**config.mk**
```make
export PLATFORM = sky130hd
export DESIGN_NAME = calendar_clock_core_flat
export DESIGN_NICKNAME = d
export VERILOG_FILES = /design/src/rtl/calendar_clock_core_if.sv /design/src/rtl/calendar_clock_core.sv /design/src/flat_wrapper.sv
export SDC_FILE = /design/constraint.sdc
export NUM_CORES = 1
export LEC_CHECK = 0
export CORE_ASPECT_RATIO = 0.7
export CORE_MARGIN = 5
export CORE_UTILIZATION = 48
export CTS_CLUSTER_DIAMETER = 200
export DETAILED_ROUTE_END_ITERATION = 7
export GPL_TIMING_DRIVEN = 0
export HOLD_SLACK_MARGIN = 0.15
export PLACE_DENSITY_LB_ADDON = 0.08
export SLEW_MARGIN = 5
export SYNTH_ARGS = -nofsm -noshare
export SYNTH_HDL_FRONTEND = slang
export SYNTH_SLANG_ARGS = --single-unit
```
**constraint.sdc**
```tcl
create_clock -name CLK -period 6.1 [get_ports CLK]
set_input_delay 0.915 -clock CLK [delete_from_list [all_inputs] [get_ports CLK]]
set_output_delay 0.915 -clock CLK [all_outputs]
set_load 0.005 [all_outputs]
```
**src/rtl/calendar_clock_core_if.sv**
```systemverilog
// Set-mode UI / display-driver side of the calendar clock core.
// Load digits and mode controls flow in; BCD time/date and event pulses flow out.
interface calendar_clock_core_if;
  logic       SET;
  logic       FAST;
  logic       LEAP;
  logic       MODE12;
  logic [3:0] SSEC0, SSEC1, SMIN0, SMIN1, SHOUR0, SHOUR1;
  logic [3:0] SDAY0, SDAY1, SMON0, SMON1;
  logic [3:0] SEC0, SEC1, MIN0, MIN1, HOUR0, HOUR1;
  logic [3:0] DAY0, DAY1, MON0, MON1;
  logic       PM;
  logic       TICK;
  logic       DAY_ROLL;

  modport master (
    output SET, FAST, LEAP, MODE12,
    output SSEC0, SSEC1, SMIN0, SMIN1, SHOUR0, SHOUR1, SDAY0, SDAY1, SMON0, SMON1,
    input  SEC0, SEC1, MIN0, MIN1, HOUR0, HOUR1, DAY0, DAY1, MON0, MON1,
    input  PM, TICK, DAY_ROLL
  );

  modport slave (
    input  SET, FAST, LEAP, MODE12,
    input  SSEC0, SSEC1, SMIN0, SMIN1, SHOUR0, SHOUR1, SDAY0, SDAY1, SMON0, SMON1,
    output SEC0, SEC1, MIN0, MIN1, HOUR0, HOUR1, DAY0, DAY1, MON0, MON1,
    output PM, TICK, DAY_ROLL
  );
endinterface

```
**src/rtl/calendar_clock_core.sv**
```systemverilog
// BCD seconds/minutes/hours/day/month timekeeper with leap-aware month lengths,
// validated loading, optional 12-hour presentation and tick/day-roll pulses.
module calendar_clock_core #(
  parameter int CNT_W      = 16,
  parameter int DIV_NORMAL = 5000,
  parameter int DIV_FAST   = 50
) (
  input logic                  CLK,
  input logic                  RST,
  calendar_clock_core_if.slave bus
);

  localparam logic [CNT_W-1:0] LIM_NORMAL = CNT_W'(DIV_NORMAL - 1);
  localparam logic [CNT_W-1:0] LIM_FAST   = CNT_W'(DIV_FAST - 1);
  localparam logic [CNT_W-1:0] CNT_ONE    = CNT_W'(1);

  // Fields are packed BCD {tens, units}, so numeric compares work directly.
  function automatic logic [7:0] month_len(input logic [7:0] mon, input logic leap);
    case (mon)
      8'h02:                      month_len = leap ? 8'h29 : 8'h28;
      8'h04, 8'h06, 8'h09, 8'h11: month_len = 8'h30;
      default:                    month_len = 8'h31;
    endcase
  endfunction

  function automatic logic [7:0] bcd_inc(input logic [7:0] v);
    if (v[3:0] == 4'd9) bcd_inc = {v[7:4] + 4'd1, 4'd0};
    else                bcd_inc = {v[7:4], v[3:0] + 4'd1};
  endfunction

  function automatic logic digits_ok(input logic [7:0] v);
    digits_ok = (v[7:4] <= 4'd9) && (v[3:0] <= 4'd9);
  endfunction

  function automatic logic [7:0] ms_load(input logic [7:0] v);
    ms_load = (digits_ok(v) && (v[7:4] <= 4'd5)) ? v : 8'h00;
  endfunction

  function automatic logic [7:0] hour_load(input logic [7:0] v);
    hour_load = (digits_ok(v) && (v <= 8'h23)) ? v : 8'h00;
  endfunction

  function automatic logic [7:0] mon_load(input logic [7:0] v);
    mon_load = (digits_ok(v) && (v != 8'h00) && (v <= 8'h12)) ? v : 8'h01;
  endfunction

  function automatic logic [7:0] day_load(input logic [7:0] v, input logic [7:0] mon,
                                          input logic leap);
    day_load = (digits_ok(v) && (v != 8'h00) && (v <= month_len(mon, leap))) ? v : 8'h01;
  endfunction

  logic [CNT_W-1:0] cnt_r;
  logic [7:0]       sec_r, min_r, hour_r, day_r, mon_r;
  logic             tick_r, roll_r;

  logic [CNT_W-1:0] div_lim_s;
  logic [7:0]       ld_sec_s, ld_min_s, ld_hour_s, ld_mon_s, ld_day_s;
  logic             carry_min_s, carry_hour_s, carry_day_s;
  logic [4:0]       hour_bin_s, h12_s;
  logic [7:0]       disp_hour_s;
  logic             pm_s;

  // Rate selection, validated load values and the seconds carry chain.
  always_comb begin
    div_lim_s    = bus.FAST ? LIM_FAST : LIM_NORMAL;
    ld_sec_s     = ms_load({bus.SSEC1, bus.SSEC0});
    ld_min_s     = ms_load({bus.SMIN1, bus.SMIN0});
    ld_hour_s    = hour_load({bus.SHOUR1, bus.SHOUR0});
    ld_mon_s     = mon_load({bus.SMON1, bus.SMON0});
    ld_day_s     = day_load({bus.SDAY1, bus.SDAY0}, ld_mon_s, bus.LEAP);
    carry_min_s  = (sec_r == 8'h59);
    carry_hour_s = carry_min_s && (min_r == 8'h59);
    carry_day_s  = carry_hour_s && (hour_r == 8'h23);
  end

  // Timekeeping registers: reset, level-sensitive load, then prescaled counting.
  always_ff @(posedge CLK) begin
    if (RST) begin
      cnt_r  <= '0;
      sec_r  <= 8'h00;
      min_r  <= 8'h00;
      hour_r <= 8'h00;
      day_r  <= 8'h01;
      mon_r  <= 8'h01;
      tick_r <= 1'b0;
      roll_r <= 1'b0;
    end else if (bus.SET) begin
      cnt_r  <= '0;
      sec_r  <= ld_sec_s;
      min_r  <= ld_min_s;
      hour_r <= ld_hour_s;
      day_r  <= ld_day_s;
      mon_r  <= ld_mon_s;
      tick_r <= 1'b0;
      roll_r <= 1'b0;
    end else begin
      tick_r <= 1'b0;
      roll_r <= 1'b0;
      if (cnt_r == div_lim_s) begin
        cnt_r  <= '0;
        tick_r <= 1'b1;
        sec_r  <= carry_min_s ? 8'h00 : bcd_inc(sec_r);
        if (carry_min_s)  min_r  <= (min_r == 8'h59) ? 8'h00 : bcd_inc(min_r);
        if (carry_hour_s) hour_r <= (hour_r == 8'h23) ? 8'h00 : bcd_inc(hour_r);
        // A day above the current limit (LEAP dropped on Feb 29) also rolls over.
        if (carry_day_s) begin
          roll_r <= 1'b1;
          if (day_r >= month_len(mon_r, bus.LEAP)) begin
            day_r <= 8'h01;
            mon_r <= (mon_r == 8'h12) ? 8'h01 : bcd_inc(mon_r);
          end else begin
            day_r <= bcd_inc(day_r);
          end
        end
      end else if (cnt_r > div_lim_s) begin
        cnt_r <= '0;
      end else begin
        cnt_r <= cnt_r + CNT_ONE;
      end
    end
  end

  // 12-hour presentation derived from the 24-hour register; stored state untouched.
  always_comb begin
    hour_bin_s  = ({1'b0, hour_r[7:4]} * 5'd10) + {1'b0, hour_r[3:0]};
    h12_s       = hour_bin_s - 5'd12;
    disp_hour_s = hour_r;
    pm_s        = 1'b0;
    if (bus.MODE12) begin
      if (hour_r == 8'h00) begin
        disp_hour_s = 8'h12;
        pm_s        = 1'b0;
      end else if (hour_r < 8'h12) begin
        disp_hour_s = hour_r;
        pm_s        = 1'b0;
      end else if (hour_r == 8'h12) begin
        disp_hour_s = 8'h12;
        pm_s        = 1'b1;
      end else begin
        pm_s = 1'b1;
        if (h12_s >= 5'd10) disp_hour_s = {4'd1, 4'(h12_s - 5'd10)};
        else                disp_hour_s = {4'd0, h12_s[3:0]};
      end
    end else begin
      disp_hour_s = hour_r;
      pm_s        = 1'b0;
    end
  end

  assign bus.SEC0     = sec_r[3:0];
  assign bus.SEC1     = sec_r[7:4];
  assign bus.MIN0     = min_r[3:0];
  assign bus.MIN1     = min_r[7:4];
  assign bus.HOUR0    = disp_hour_s[3:0];
  assign bus.HOUR1    = disp_hour_s[7:4];
  assign bus.DAY0     = day_r[3:0];
  assign bus.DAY1     = day_r[7:4];
  assign bus.MON0     = mon_r[3:0];
  assign bus.MON1     = mon_r[7:4];
  assign bus.PM       = pm_s;
  assign bus.TICK     = tick_r;
  assign bus.DAY_ROLL = roll_r;

endmodule
```
**src/flat_wrapper.sv**
```systemverilog
// flat-port wrapper written by rule: the top's interface ports become plain ports
module calendar_clock_core_flat 
#(
  parameter int CNT_W      = 16,
  parameter int DIV_NORMAL = 5000,
  parameter int DIV_FAST   = 50
)
  (CLK, RST, bus_SET, bus_FAST, bus_LEAP, bus_MODE12, bus_SSEC0, bus_SSEC1, bus_SMIN0, bus_SMIN1, bus_SHOUR0, bus_SHOUR1, bus_SDAY0, bus_SDAY1, bus_SMON0, bus_SMON1, bus_SEC0, bus_SEC1, bus_MIN0, bus_MIN1, bus_HOUR0, bus_HOUR1, bus_DAY0, bus_DAY1, bus_MON0, bus_MON1, bus_PM, bus_TICK, bus_DAY_ROLL);
  calendar_clock_core_if bus_i ();
  input logic CLK;
  input logic RST;
  input wire logic [$bits(bus_i.SET)-1:0] bus_SET;
  input wire logic [$bits(bus_i.FAST)-1:0] bus_FAST;
  input wire logic [$bits(bus_i.LEAP)-1:0] bus_LEAP;
  input wire logic [$bits(bus_i.MODE12)-1:0] bus_MODE12;
  input wire logic [$bits(bus_i.SSEC0)-1:0] bus_SSEC0;
  input wire logic [$bits(bus_i.SSEC1)-1:0] bus_SSEC1;
  input wire logic [$bits(bus_i.SMIN0)-1:0] bus_SMIN0;
  input wire logic [$bits(bus_i.SMIN1)-1:0] bus_SMIN1;
  input wire logic [$bits(bus_i.SHOUR0)-1:0] bus_SHOUR0;
  input wire logic [$bits(bus_i.SHOUR1)-1:0] bus_SHOUR1;
  input wire logic [$bits(bus_i.SDAY0)-1:0] bus_SDAY0;
  input wire logic [$bits(bus_i.SDAY1)-1:0] bus_SDAY1;
  input wire logic [$bits(bus_i.SMON0)-1:0] bus_SMON0;
  input wire logic [$bits(bus_i.SMON1)-1:0] bus_SMON1;
  output wire logic [$bits(bus_i.SEC0)-1:0] bus_SEC0;
  output wire logic [$bits(bus_i.SEC1)-1:0] bus_SEC1;
  output wire logic [$bits(bus_i.MIN0)-1:0] bus_MIN0;
  output wire logic [$bits(bus_i.MIN1)-1:0] bus_MIN1;
  output wire logic [$bits(bus_i.HOUR0)-1:0] bus_HOUR0;
  output wire logic [$bits(bus_i.HOUR1)-1:0] bus_HOUR1;
  output wire logic [$bits(bus_i.DAY0)-1:0] bus_DAY0;
  output wire logic [$bits(bus_i.DAY1)-1:0] bus_DAY1;
  output wire logic [$bits(bus_i.MON0)-1:0] bus_MON0;
  output wire logic [$bits(bus_i.MON1)-1:0] bus_MON1;
  output wire logic [$bits(bus_i.PM)-1:0] bus_PM;
  output wire logic [$bits(bus_i.TICK)-1:0] bus_TICK;
  output wire logic [$bits(bus_i.DAY_ROLL)-1:0] bus_DAY_ROLL;
  assign bus_i.SET = bus_SET;
  assign bus_i.FAST = bus_FAST;
  assign bus_i.LEAP = bus_LEAP;
  assign bus_i.MODE12 = bus_MODE12;
  assign bus_i.SSEC0 = bus_SSEC0;
  assign bus_i.SSEC1 = bus_SSEC1;
  assign bus_i.SMIN0 = bus_SMIN0;
  assign bus_i.SMIN1 = bus_SMIN1;
  assign bus_i.SHOUR0 = bus_SHOUR0;
  assign bus_i.SHOUR1 = bus_SHOUR1;
  assign bus_i.SDAY0 = bus_SDAY0;
  assign bus_i.SDAY1 = bus_SDAY1;
  assign bus_i.SMON0 = bus_SMON0;
  assign bus_i.SMON1 = bus_SMON1;
  assign bus_SEC0 = bus_i.SEC0;
  assign bus_SEC1 = bus_i.SEC1;
  assign bus_MIN0 = bus_i.MIN0;
  assign bus_MIN1 = bus_i.MIN1;
  assign bus_HOUR0 = bus_i.HOUR0;
  assign bus_HOUR1 = bus_i.HOUR1;
  assign bus_DAY0 = bus_i.DAY0;
  assign bus_DAY1 = bus_i.DAY1;
  assign bus_MON0 = bus_i.MON0;
  assign bus_MON1 = bus_i.MON1;
  assign bus_PM = bus_i.PM;
  assign bus_TICK = bus_i.TICK;
  assign bus_DAY_ROLL = bus_i.DAY_ROLL;
  calendar_clock_core #(.CNT_W(CNT_W), .DIV_NORMAL(DIV_NORMAL), .DIV_FAST(DIV_FAST)) u_core (.CLK(CLK), .RST(RST), .bus(bus_i));
endmodule
```
=== After elaboration in Yosys (flattened, before gate mapping) ===
Cells that the tools add are included.

* Bits in registers: 58
* Input port bits: 46
* Word-level logic and storage cells: 158

* Add/sub/neg operators: 14
* $mul: 1
* Order comparisons: 19
* Eq/ne operators: 21
* Multiplexer cells: 48
* Bitwise logic cells: 1
* Reduce and logical (&&, ||, !) cells: 41

{| class="wikitable"
|+ Operators by type and width
! kind !! number
|-
| 8-bit 2-to-1 mux || 38
|-
| 4-bit by 1-bit adder with 4-bit output (second input constant) || 10
|-
| 4-bit <= comparator (second input constant) || 10
|-
| 8-bit by 3-bit == test with 1-bit output (second input constant) || 4
|-
| 8-bit by 5-bit == test with 1-bit output (second input constant) || 4
|-
| 8-bit case mux with 2 select lines || 2
|-
| 4-bit == test (second input constant) || 5
|-
| 16-bit by 1-bit adder with 16-bit output (second input constant) || 1
|-
| 16-bit == test || 1
|-
| 8-bit by 2-bit == test with 1-bit output (second input constant) || 2
|-
| 8-bit by 4-bit == test with 1-bit output (second input constant) || 2
|-
| 8-bit by 7-bit == test with 1-bit output (second input constant) || 2
|-
| 16-bit > comparator || 1
|-
| 8-bit nonzero test || 2
|-
| 3-bit nonzero test || 5
|-
| 1-bit logical AND || 14
|-
| 13-bit 2-to-1 mux || 1
|-
| 3-bit AND reduction || 4
|-
| 4-bit OR reduction || 3
|-
| 2-bit nonzero test || 5
|-
| 8-bit by 6-bit == test with 1-bit output (second input constant) || 1
|-
| 8-bit >= comparator || 1
|-
| 4-bit by 3-bit <= comparator with 1-bit output (second input constant) || 2
|-
| 8-bit by 5-bit <= comparator with 1-bit output (second input constant) || 1
|-
| other kinds (16) || 24
|}

=== Logic depth before layout (Yosys ltp) ===
Gate-level depths: netlist of the first run.

* Word-level depth: 12
* Gate-level depth with buffers: 12
* Depth with buffers taken out: 11

=== Worst setup path before layout of the first run ===
Ideal clock, no wire load.

* Path kind: register to output
* From: register u_core.hour_r[4]
* To: output bus_HOUR0[2]
* Arrival time: 2284 ps
* Path slack: 2901 ps
* Cell stages (with the launch flop): 9
* Cell sequence: dfxtp_1 -> ha_1 -> ha_1 -> fa_1 -> xnor3_1 -> xnor2_1 -> nand2_1 -> mux2i_1 -> a32o_1

* Word-level cells in the longest chain between the ends: 9

{| class="wikitable"
|+ RTL lines
! element !! RTL line !! RTL
|-
| from (decl) || calendar_clock_core.sv:53 || <nowiki>logic [7:0] sec_r, min_r, hour_r, day_r, mon_r;</nowiki>
|-
| from (signal assigned) || calendar_clock_core.sv:91 || <nowiki>hour_r <= ld_hour_s;</nowiki>
|-
| from (signal assigned) || calendar_clock_core.sv:104 || <nowiki>if (carry_hour_s) hour_r <= (hour_r == 8'h23) ? 8'h00 : bcd_inc(hour_r);</nowiki>
|-
| 4-bit by 3-bit multiplier with 4-bit output || calendar_clock_core.sv:125 || <nowiki>hour_bin_s = ({1'b0, hour_r[7:4]} * 5'd10) + {1'b0, hour_r[3:0]};</nowiki>
|-
| 5-bit by 4-bit adder with 5-bit output || calendar_clock_core.sv:125 ||
|-
| 5-bit by 4-bit subtractor with 5-bit output || calendar_clock_core.sv:126 || <nowiki>h12_s = hour_bin_s - 5'd12;</nowiki>
|-
| 4-bit subtractor or 5-bit by 4-bit >= comparator with 1-bit output (tied branches) || calendar_clock_core.sv:141 || <nowiki>if (h12_s >= 5'd10) disp_hour_s = {4'd1, 4'(h12_s - 5'd10)};</nowiki>
|-
| 5-bit 2-to-1 mux || calendar_clock_core.sv:141 ||
|-
| 8-bit 2-to-1 mux || calendar_clock_core.sv:136 || <nowiki>end else if (hour_r == 8'h12) begin</nowiki>
|-
| 8-bit 2-to-1 mux || calendar_clock_core.sv:133 || <nowiki>end else if (hour_r < 8'h12) begin</nowiki>
|-
| 8-bit 2-to-1 mux (*) || calendar_clock_core.sv:130 || <nowiki>if (hour_r == 8'h00) begin</nowiki>
|-
| 8-bit 2-to-1 mux (*) || calendar_clock_core.sv:129 || <nowiki>if (bus.MODE12) begin</nowiki>
|-
| to (decl) || flat_wrapper.sv:30 || <nowiki>output wire logic [$bits(bus_i.HOUR0)-1:0] bus_HOUR0;</nowiki>
|}

Every way passes the cells marked *; elsewhere a longest branch is shown, timed or not.

=== Final worst setup path of the first run ===
* From: register u_core.hour_r[2]
* To: output bus_HOUR0[2]

* Word-level cells in the longest chain between the ends: 8

{| class="wikitable"
|+ RTL lines
! element !! RTL line
|-
| 5-bit by 4-bit adder with 5-bit output || calendar_clock_core.sv:125
|-
| 5-bit by 4-bit subtractor with 5-bit output || calendar_clock_core.sv:126
|-
| 4-bit subtractor or 5-bit by 4-bit >= comparator with 1-bit output (tied branches) || calendar_clock_core.sv:141
|-
| 5-bit 2-to-1 mux || calendar_clock_core.sv:141
|-
| 8-bit 2-to-1 mux || calendar_clock_core.sv:136
|-
| 8-bit 2-to-1 mux || calendar_clock_core.sv:133
|-
| 8-bit 2-to-1 mux || calendar_clock_core.sv:130
|-
| 8-bit 2-to-1 mux (*) || calendar_clock_core.sv:129
|}

Marked as above.

==> impl_metrics.csv, run 1 <==
group,metric,value,unit
status,status,"finished, final reports clean",
clock_network,clock_latency,330,ps
logic_synthesis,synth_enable_flop_cells,0,
setup_path,path_depth,11,
floorplanning,num_io_pins,89,
logic_synthesis,yosysUniqueCellTypes,80,
logic_synthesis,yosys.area.top_type_share,26.5,%
global_route,first_global_vias,4319,
clock_network,post_cts_resize_count,0,
floorplanning,row_cnt,29,
place,placement.cell_area,0.00540,mm^2
clock_network,cts.clk_slew.worst_paths,60,ps
layout,fill_cells,806,
pwr,swShare,26.3,%
floorplanning,die_h,89.9,um
global_route,overflow,0,
pwr,pwr-share-clk,48.2,%
timing,post_route_fraction_of_the_period_consumed_by_the_critical_path,70.9,%
floorplanning,placeableCoreArea,0.00896,mm^2
routing,remaining_design_rule_violation_count,0,
clock_network,post_cts_buffers,0,
setup_path,r2r_slack,2590,ps
timing,tightest_slew,1140,ps
setup_path,critPathRequiredTime,5180,ps
logic_synthesis,postSynthRegisterBits,58,
layout,finish.instance_area,0.00573,mm^2
logic_synthesis,yosys_warnings,0,
pwr,combinationalPowerShare,16.3,%
setup_path,crit_fanout,7,
setup_path,worst-endpoint-arrival,3410,ps
clock_network,ctsRootBufferMaster,"sky130_fd_sc_hd__clkbuf_16",
setup_path,reg2regPathDepth,10,
timing,timing.max_slew.rel_slack,23.5,%
pwr,power.density_cell_area,197,mW/mm^2
logic_synthesis,synth.yosys.seq_area_share,26.5,%
pwr,total_power,0.00113,W
setup_path,rr_startpoint,"u_core.mon_r[2]",
logic_synthesis,netlist_area,0.00437,mm^2
clock_network,clock-sinks,58,
setup_path,critical-path-top-delay-family,"adder cells",
timing,timing.clock.skew,6.30,ps
pwr,p_switching,0.000297,W
global_route,grt_max_degree,12,
timing,finalSetupViolations,0,
logic_synthesis,synth_area_leaders,"sky130_fd_sc_hd__dfxtp_1, sky130_fd_sc_hd__ha_1, sky130_fd_sc_hd__a211oi_1",
layout,final_layout_size_suffix_gt1_share,6.83,%
pwr,power.ir.vdd_worst,0.000138,V
pwr,share_of_power_burned_in_registers,35.5,%
routing,drt_first_iter_violations,416,
place,gpl.final_weighted_congestion,0.881,
floorplanning,start_util,48.8,%
logic_synthesis,synthesis.instances,511,
clock_network,cts_inserted_buffers,9,
global_route,grt_antenna_before_repair,0,
place,detailed_place_hpwl,10000,um
setup_path,timing.critical_path.slowest_stage_cell,"sky130_fd_sc_hd__clkdlybuf4s50_1",
layout,areaGrowthSynthToFinish,30.9,%
setup_path,crit_path_start_kind,"flop",
pwr,internal_power,0.000833,W
global_route,first_pass_grt_wire_length,21600,um
timing,setup_tns,0,ps
setup_path,crit-reg2reg-capture,"u_core.day_r[1]",
setup_path,end_kind,"output pin",
timing,finalHoldViolCount,0,
logic_synthesis,postSynth.topFlopCell,"sky130_fd_sc_hd__dfxtp_1",
setup_path,startpoint,"u_core.hour_r[2]",
routing,post_route_ant_nets,0,
clock_network,cts_tree,"done",
clock_network,cts_buffer_depth,2,
routing,post_drt_via_cell_ratio,6.11,
setup_path,worst-path-buf-inv,3,
timing,rsz_0062_raised_after_global_routing,"no",
setup_path,timing.critical_path.to,"bus_HOUR0[2]",
setup_path,worst-setup-path-type,"flop to output pin",
floorplanning,die_extent_in_x,124,um
pwr,p_leak,2.15,nW
timing,post-route-min-period,4330,ps
clock_network,htree_num_levels,3,
setup_path,worst_path_max_stage_delay,520,ps
routing,drt_pass1_iterations,5,
logic_synthesis,synth_area_per_cell,8.56,um^2
flow_run,timing.max_cap.violations,0,
routing,totalWireLength,13200,um
logic_synthesis,postSynth.asyncResetShare,0,%
layout,diodes,0,
layout,final_net_count,696,
timing,max_clock_freq,231,MHz
timing,final_max_slew_violation_count,0,
floorplanning,die_area,0.0112,mm^2
routing,routed-via-count,4512,
place,io_buffer_count,87,
global_route,grt.total_usage,24.0,%
worst_hold_path,min_delay_worst_type,"flop to flop",
routing,routed_len_inst,17.9,um
logic_synthesis,synth_largest_area_cell,"sky130_fd_sc_hd__dfxtp_1",
clock_network,cts_hold_buf,0,
setup_path,timing.critical_path.cells,"inv_1 > ha_1 > inv_1 > ha_1 > fa_1 > xnor3_1 > xnor2_1 > nand2_1 > mux2i_1 > a32o_1 > clkdlybuf4s50_1",
worst min-delay path: stages, from the launching register on:
cell and delay [ps]:
sky130_fd_sc_hd__dfxtp_1 320, sky130_fd_sc_hd__nand2_1 60, sky130_fd_sc_hd__a21oi_1 50
stage by stage:
stage	std cells	hold slack [ps]	setup WS [ps]	utilization [%]
4_1_cts	739	474	1740	63.9
6_report	739	471	1770	63.9
3_5_place_dp	723	467	2010	60.3
2_1_floorplan	512	457	2900	-
3_3_place_gp	723	465	2030	60.3
5_1_grt	739	503	1630	63.9
state kept, by name, indices dropped and copies added, names as in the netlist:
name,cells
u_core.hour_r,8
u_core.day_r,8
u_core.bus.TICK,1
u_core.bus.DAY_ROLL,1
u_core.min_r,8
u_core.sec_r,8
u_core.cnt_r,16
u_core.mon_r,8
how the worst min path moves through the flow:
stage                    startpoint               to  slack, ps  cells after the start
finish              u_core.day_r[6]  u_core.day_r[6]        470                      2
global route        u_core.day_r[6]  u_core.day_r[6]        500                      2
CTS                 u_core.day_r[6]  u_core.day_r[6]        470                      2
detailed placement  u_core.day_r[6]  u_core.day_r[6]        470                      2
global placement    u_core.day_r[6]  u_core.day_r[6]        460                      2
floorplan           u_core.day_r[6]  u_core.day_r[6]        460                      2
layer usage:
metal  vias to the layer above  GRT usage (%)  part of all wire [%]
li1                       2149              -                     -
met1                      2163           34.7                    47
met2                       185           35.7                    44
met3                        15           5.77                   8.3
met4                         0           6.02                   1.1
met5                         -              0                     0
synth_stat cells, types with 4 or more instances:
cell / n
sky130_fd_sc_hd__o21ai_0: 16
sky130_fd_sc_hd__xnor2_1: 10
sky130_fd_sc_hd__a32o_1: 6
sky130_fd_sc_hd__o21a_1: 7
sky130_fd_sc_hd__nand4_1: 7
sky130_fd_sc_hd__a31oi_1: 8
sky130_fd_sc_hd__dfxtp_1: 58
sky130_fd_sc_hd__inv_1: 36
sky130_fd_sc_hd__a211oi_1: 32
sky130_fd_sc_hd__nand3_1: 18
sky130_fd_sc_hd__nor3_1: 17
sky130_fd_sc_hd__nor2_1: 35
sky130_fd_sc_hd__clkbuf_1: 21
sky130_fd_sc_hd__xor2_1: 9
sky130_fd_sc_hd__or3_1: 7
sky130_fd_sc_hd__nand2_1: 28
sky130_fd_sc_hd__ha_1: 39
sky130_fd_sc_hd__o211ai_1: 5
sky130_fd_sc_hd__a21o_1: 7
sky130_fd_sc_hd__a221oi_1: 4
sky130_fd_sc_hd__a41o_1: 4
sky130_fd_sc_hd__nand3b_1: 6
sky130_fd_sc_hd__nor4_1: 7
sky130_fd_sc_hd__a21oi_1: 23
sky130_fd_sc_hd__and3_1: 5
sky130_fd_sc_hd__nor2b_1: 5
power by group through the flow:
stage                     clock network (W)   logic, W  registers [W]
after floorplan                           0  0.0000983       0.000406
after CTS                          0.000552   0.000183       0.000400
after global routing               0.000566   0.000202       0.000402
after global placement                    0   0.000178       0.000408
after detailed placement                  0   0.000181       0.000409
final                              0.000545   0.000184       0.000401
cell families (layout without fill, tap and decap cells):
family,count (synthesis),in the layout,share of synthesized area [%]
other cells,1,2,0.0857
xor+xnor,20,20,4.32
mux,4,4,0.944
fa+ha+maj,40,40,11.6
simple gates,168,168,22.5
buf+inv,62,165,5.86
flops,58,58,26.5
compound gates,158,158,28.1
final cells by class:
class                      count  area, um^2  share of cell area (%)
clock inverter                 7        93.8                    1.64
tap                          124         155                    2.71
sequential                    58        1160                    20.3
multi-input combinational    392        2970                    51.8
timing repair buffer          87         871                    15.2
clock buffer                   9         225                    3.93
inverter                      37         139                    2.42
buffer                        25         118                    2.05
cell usage in the layout (no fill, tap or decap), types with 4 or more instances in the layout:
cell type,Yosys,final
sky130_fd_sc_hd__a211oi_1,32,32
sky130_fd_sc_hd__nor2b_1,5,5
sky130_fd_sc_hd__xor2_1,9,9
sky130_fd_sc_hd__nor2_1,35,35
sky130_fd_sc_hd__clkbuf_16,0,9
sky130_fd_sc_hd__o21ai_0,16,16
sky130_fd_sc_hd__or3_1,7,7
sky130_fd_sc_hd__inv_1,36,36
sky130_fd_sc_hd__a31oi_1,8,8
sky130_fd_sc_hd__and3_1,5,5
sky130_fd_sc_hd__nand3_1,18,18
sky130_fd_sc_hd__nand3b_1,6,6
sky130_fd_sc_hd__nor3_1,17,17
sky130_fd_sc_hd__a32o_1,6,6
sky130_fd_sc_hd__dfxtp_1,58,58
sky130_fd_sc_hd__nand4_1,7,7
sky130_fd_sc_hd__o211ai_1,5,5
sky130_fd_sc_hd__ha_1,39,39
sky130_fd_sc_hd__nand2_1,28,28
sky130_fd_sc_hd__clkbuf_1,21,21
sky130_fd_sc_hd__o21a_1,7,7
sky130_fd_sc_hd__clkdlybuf4s50_1,0,87
sky130_fd_sc_hd__a21o_1,7,7
sky130_fd_sc_hd__a221oi_1,4,4
sky130_fd_sc_hd__nor4_1,7,7
sky130_fd_sc_hd__a21oi_1,23,23
sky130_fd_sc_hd__a41o_1,4,4
sky130_fd_sc_hd__xnor2_1,10,10
Power figures use the tool's default switching activity.
==> run 2: changes to the inputs <==
CORE_UTILIZATION = 47   (was 48)
clock period = 3.6 ns   (was 6.1 ns; I/O delays follow)
==> run 2 against run 1 <==
  * Worst setup slack got worse by 1600 ps
  * Non-clock buffer count increased by 2
  * Register-to-register slack worse by 2400 ps
  * Final cell count grew 0.27%
  * First-iteration DRC count decreased by 8.4%
  * Worst hold slack got worse by 0.53 ps
  * Via count increased by 0.51%
  * Core utilization down 0.74 points
  * Wire length down 1.2%
  * Clock power rose by 44%
  * Sequential cell count stayed put
  * Largest power group unchanged
==> impl_metrics.csv, run 2 (synthesis results as in run 1) <==
group,metric,value,unit
layout,largest_register,"u_core.cnt_r",
place,io_buffer_count,87,
worst_hold_path,worst_hold_path_stage_count,1,
global_route,overflow,0,
clock_network,cts_buffer_depth,2,
worst_hold_path,min_delay_worst_type,"flop to flop",
setup_path,critical-path-top-delay-family,"adder cells",
layout,final_net_count,698,
clock_network,clock_latency,340,ps
global_route,grt_max_degree,11,
setup_path,crit-reg2reg-capture,"u_core.mon_r[0]",
timing,tightest_slew,1160,ps
global_route,grt_util_met2,34.6,%
timing,final_max_slew_violation_count,0,
layout,areaGrowthSynthToFinish,31.0,%
setup_path,worst-endpoint-arrival,2930,ps
place,detailed_place_hpwl,9920,um
setup_path,reg2regPathDepth,11,
timing,post-route-min-period,3470,ps
routing,post_drt_via_cell_ratio,6.12,
global_route,grt.total_usage,22.9,%
timing,post_route_fraction_of_the_period_consumed_by_the_critical_path,96.5,%
timing,finalSetupViolations,0,
setup_path,worst-path-buf-inv,4,
clock_network,cts_tree,"done",
clock_network,clock-sinks,58,
global_route,use_met1,31.9,%
routing,drt_pass1_iterations,5,
routing,routed_len_inst,17.7,um
pwr,power.density_cell_area,310,mW/mm^2
setup_path,worst_path_most_repeated_cell,"sky130_fd_sc_hd__ha_1",
timing,final.setup.worst_slack,127,ps
clock_network,cts.clk_slew.worst_paths,50,ps
routing,totalWireLength,13100,um
timing,timing.clock.skew,8.56,ps
routing,routed-via-count,4535,
pwr,power.ir.vdd_worst,0.000226,V
setup_path,crit_fanout,7,
floorplanning,start_util,48.2,%
setup_path,worst-setup-path-type,"flop to output pin",
routing,post_route_ant_nets,0,
timing,finalHoldViolCount,0,
timing,timing.max_slew.rel_slack,22.5,%
floorplanning,row_cnt,29,
routing,remaining_design_rule_violation_count,0,
floorplanning,die_area,0.0114,mm^2
clock_network,cts_inserted_buffers,9,
floorplanning,placeableCoreArea,0.00907,mm^2
layout,layout_commonest_cell,"sky130_fd_sc_hd__clkdlybuf4s50_1",
layout,diodes,0,
global_route,globalRoute.busiestLayer,"met2",
clock_network,ctsRootBufferMaster,"sky130_fd_sc_hd__clkbuf_16",
setup_path,timing.critical_path.slowest_stage_cell,"sky130_fd_sc_hd__clkdlybuf4s50_1",
flow_run,timing.max_cap.violations,0,
setup_path,timing.critical_path.cells,"inv_2 > ha_1 > inv_1 > ha_1 > fa_2 > xnor3_1 > xnor2_2 > buf_4 > a41o_1 > nand2_1 > clkdlybuf4s50_1",
setup_path,r2r_slack,210,ps
setup_path,rr_startpoint,"u_core.mon_r[2]",
floorplanning,die_h,90.7,um
global_route,first_global_vias,4260,
worst_hold_path,timing.hold.worst_endpoint,"u_core.day_r[7]",
timing,max_clock_freq,288,MHz
place,post-place-ws,-326,ps
worst_hold_path,worstHoldStart,"u_core.day_r[7]",
status,status,"finished, final reports clean",
global_route,met3_track_utilization_from_global_routing,6.03,%
setup_path,worst_path_max_stage_delay,490,ps
layout,largest_reg_flops,16,
global_route,grt_antenna_before_repair,0,
floorplanning,die_extent_in_x,125,um
clock_network,cts_hold_buf,0,
global_route,first_pass_grt_wire_length,21600,um
layout,final_layout_size_suffix_gt1_share,8.59,%
timing,setup_tns,0,ps
setup_path,end_kind,"output pin",
pwr,p_leak,2.15,nW
setup_path,critPathRequiredTime,3060,ps
setup_path,crit_path_start_kind,"flop",
floorplanning,num_io_pins,89,
timing,rsz_0062_raised_after_global_routing,"no",
clock_network,htree_num_levels,3,
layout,highest_count_cells_in_the_layout_ignoring_fill_and_taps,"sky130_fd_sc_hd__clkdlybuf4s50_1, sky130_fd_sc_hd__dfxtp_1, sky130_fd_sc_hd__ha_1, sky130_fd_sc_hd__nor2_1, sky130_fd_sc_hd__inv_1",
routing,drt_first_iter_violations,381,
place,gpl.final_weighted_congestion,0.887,
run 2: cell types whose count changed in the layout (fill, tap and decap cells not counted), sizes merged:
cell	change
dlygate4sd2	+3
clkdlybuf4s50	-3
bufinv	-2
clkbuf	+2
buf	+2
run 2: power breakdown:
part | total [W] | internal (W) | leakage, nW | switching [W]
clock network | 0.000785 | 0.000480 | 0.131 | 0.000305
registers | 0.000679 | 0.000657 | 0.474 | 0.0000217
logic | 0.000315 | 0.000152 | 1.55 | 0.000163
run 2: worst max-delay path by stage:
stage	slack, ps	cells past startpoint	to	startpoint
floorplan	780	8	bus_HOUR0[2]	u_core.hour_r[4]
global placement	-270	12	u_core.day_r[1]	bus_LEAP
detailed placement	-330	12	u_core.day_r[1]	bus_LEAP
CTS	8	10	u_core.day_r[1]	u_core.mon_r[2]
global route	10	11	bus_HOUR1[0]	u_core.hour_r[2]
finish	130	11	bus_HOUR1[0]	u_core.hour_r[2]
run 2: per-stage QoR:
step	utilization, %	power, W	instance area [um^2]	hold WS, ps	instances
after floorplan	-	0.000854	4380	457	512
after global placement	59.6	0.000993	5400	464	723
after detailed placement	59.6	0.000998	5400	464	723
after CTS	62.9	0.00179	5710	471	741
after global routing	63.2	0.00185	5730	508	741
final	63.2	0.00178	5730	471	741
run 2: layer usage:
| metal | vias to the layer above | part of all wire [%] |
|---|---|---|
| met1 | 2149 | 48 |
| met5 | - | 0 |
| li1 | 2152 | - |
| met2 | 214 | 43 |
| met4 | 0 | 1.5 |
| met3 | 20 | 7.9 |
run 2: area by class of cell:
type / instances / area (um^2)
timing repair buffer: 89 / 882
multi-input combinational: 392 / 2990
buffer: 25 / 118
clock buffer: 11 / 243
tap: 124 / 155
clock inverter: 5 / 30.0
sequential: 58 / 1170
inverter: 37 / 139
fill: 792 / 3340
run 2: repair_timing:
item	in CTS	in global routing
endpoints found under the setup margin	3	8
pin swaps	1	0
setup buffers	2	0
resized for setup	12	5
==> run 3: changes to the inputs <==
GPL_ROUTABILITY_DRIVEN = 0   (was not set)
RECOVER_POWER = 25   (was not set)
==> run 3 against run 2 <==
  * Sequential power about the same
  * Critical path depth did not move
  * Core utilization is the same
  * Clock power about the same
  * Final area did not move
  * Die area stayed put
  * Combinational power hardly changed
  * Clock-buffer cell count did not move
  * Global-route usage unchanged
  * Non-clock buffer count is the same
  * Sequential cell count did not move
  * Critical path type unchanged
  * Critical endpoint unchanged
  * Largest cell class unchanged
  * Largest power group unchanged
==> impl_metrics.csv, run 3 (synthesis results as in run 1) <==
group,metric,value,unit
timing,finalHoldViolCount,0,
layout,final_layout_size_suffix_gt1_share,8.59,%
routing,totalWireLength,13000,um
layout,largest_register,"u_core.cnt_r",
clock_network,cts_tree,"done",
floorplanning,start_util,48.2,%
setup_path,worst-path-buf-inv,4,
layout,largest_reg_flops,16,
place,detailed_place_hpwl,9920,um
timing,rsz_0062_raised_after_global_routing,"no",
timing,final_max_slew_violation_count,0,
global_route,grt.total_usage,22.9,%
setup_path,crit_fanout,7,
floorplanning,placeableCoreArea,0.00907,mm^2
worst_hold_path,worst_hold_path_stage_count,1,
setup_path,path_depth,11,
timing,post-route-min-period,3470,ps
layout,layout_commonest_cell,"sky130_fd_sc_hd__clkdlybuf4s50_1",
global_route,first_pass_grt_wire_length,21600,um
routing,routed_len_inst,17.6,um
timing,setup_tns,0,ps
setup_path,end_kind,"output pin",
setup_path,critical-path-top-delay-family,"adder cells",
clock_network,cts_buffer_depth,2,
global_route,grt_max_degree,11,
routing,remaining_design_rule_violation_count,0,
setup_path,worst_path_most_repeated_cell,"sky130_fd_sc_hd__ha_1",
routing,drt_pass1_iterations,6,
timing,finalSetupViolations,0,
clock_network,htree_num_levels,3,
layout,areaGrowthSynthToFinish,31.0,%
global_route,overflow,0,
clock_network,cts.clk_slew.worst_paths,50,ps
setup_path,reg2regPathDepth,11,
setup_path,worst-endpoint-arrival,2930,ps
clock_network,cts_hold_buf,0,
global_route,grt_antenna_before_repair,0,
layout,final_net_count,698,
floorplanning,die_extent_in_x,125,um
timing,tightest_slew,1160,ps
layout,fill_cells,792,
clock_network,cts_inserted_buffers,9,
clock_network,clock-sinks,58,
setup_path,timing.critical_path.slowest_stage_cell,"sky130_fd_sc_hd__clkdlybuf4s50_1",
floorplanning,num_io_pins,89,
flow_run,timing.max_cap.violations,0,
pwr,power.ir.vdd_worst,0.000226,V
pwr,power.density_cell_area,310,mW/mm^2
setup_path,worst-setup-path-type,"flop to output pin",
timing,post_route_fraction_of_the_period_consumed_by_the_critical_path,96.4,%
floorplanning,row_cnt,29,
routing,post_route_ant_nets,0,
floorplanning,die_h,90.7,um
clock_network,clock_latency,340,ps
place,placed_cells_incl_taps,723,
clock_network,ctsRootBufferMaster,"sky130_fd_sc_hd__clkbuf_16",
layout,highest_count_cells_in_the_layout_ignoring_fill_and_taps,"sky130_fd_sc_hd__clkdlybuf4s50_1, sky130_fd_sc_hd__dfxtp_1, sky130_fd_sc_hd__ha_1, sky130_fd_sc_hd__nor2_1, sky130_fd_sc_hd__inv_1",
routing,post_drt_via_cell_ratio,6.07,
setup_path,timing.critical_path.cells,"inv_2 > ha_1 > inv_1 > ha_1 > fa_2 > xnor3_1 > xnor2_2 > buf_4 > a41o_1 > nand2_1 > clkdlybuf4s50_1",
timing,max_clock_freq,288,MHz
worst_hold_path,min_delay_worst_type,"flop to flop",
floorplanning,die_area,0.0114,mm^2
timing,timing.clock.skew,7.92,ps
status,status,"finished, final reports clean",
layout,layout.cells.non_filler,741,
layout,diodes,0,
global_route,first_global_vias,4260,
setup_path,critPathRequiredTime,3060,ps
place,io_buffer_count,87,
setup_path,worst_path_max_stage_delay,490,ps
pwr,p_leak,2.22,nW
setup_path,crit_path_start_kind,"flop",
routing,drt_first_iter_violations,381,
pwr,total_power,0.00178,W
timing,timing.max_slew.rel_slack,22.6,%
routing,routed-via-count,4499,
## run 3: changes by cell type in the layout (fill, tap and decap cells not counted), sizes merged
cell	change
dlygate4sd3	+24
clkdlybuf4s50	-24
## run 3: metal layers
layer  vias up  share of wire, %  track usage [%]
li1       2152                 -                -
met1      2129                47             31.9
met2       201                43             34.6
met3        17               8.2             6.03
met4         0               1.4             7.31
met5         -                 0                0
## run 3: through the flow
stage          area, um^2  utilization, %  worst slack, ps  hold WS, ps
6_report             5730            63.2              129          468
5_1_grt              5730            63.2             10.3          505
4_1_cts              5710            62.9             8.21          471
3_5_place_dp         5400            59.6             -326          464
3_3_place_gp         5400            59.6             -272          464
2_1_floorplan        4380               -              776          457
## run 3: area by class of cell
type / count / area [um^2] / share of cell area [%]
multi-input combinational: 392 / 2990 / 52.2
clock inverter: 5 / 30.0 / 0.524
inverter: 37 / 139 / 2.42
sequential: 58 / 1170 / 20.5
tap: 124 / 155 / 2.71
buffer: 25 / 118 / 2.05
timing repair buffer: 89 / 882 / 15.4
clock buffer: 11 / 243 / 4.24
## run 3: timing repair
| action | 4_1_cts | 5_1_grt |
|---|---|---|
| gates resized for setup | 12 | 5 |
| setup buffers | 2 | 0 |
| endpoints found under the setup margin | 3 | 8 |
| hold endpoints to repair | 0 | 0 |
| pin swaps | 1 | 0 |
## run 3: final timing paths
| check | from | end | slack, ps |
|---|---|---|---|
| worst min register to register | u_core.day_r[7] | u_core.day_r[7] | 470 |
| worst max register to register | u_core.mon_r[2] | u_core.mon_r[0] | 230 |
| worst min-delay path | u_core.day_r[7] | u_core.day_r[7] | 470 |
| worst max-delay path | u_core.hour_r[2] | bus_HOUR1[0] | 130 |
## run 3: where the power goes
part | internal (W) | switching (W) | leakage, nW
clock network | 0.000480 | 0.000305 | 0.131
registers | 0.000657 | 0.0000214 | 0.474
logic | 0.000150 | 0.000163 | 1.62
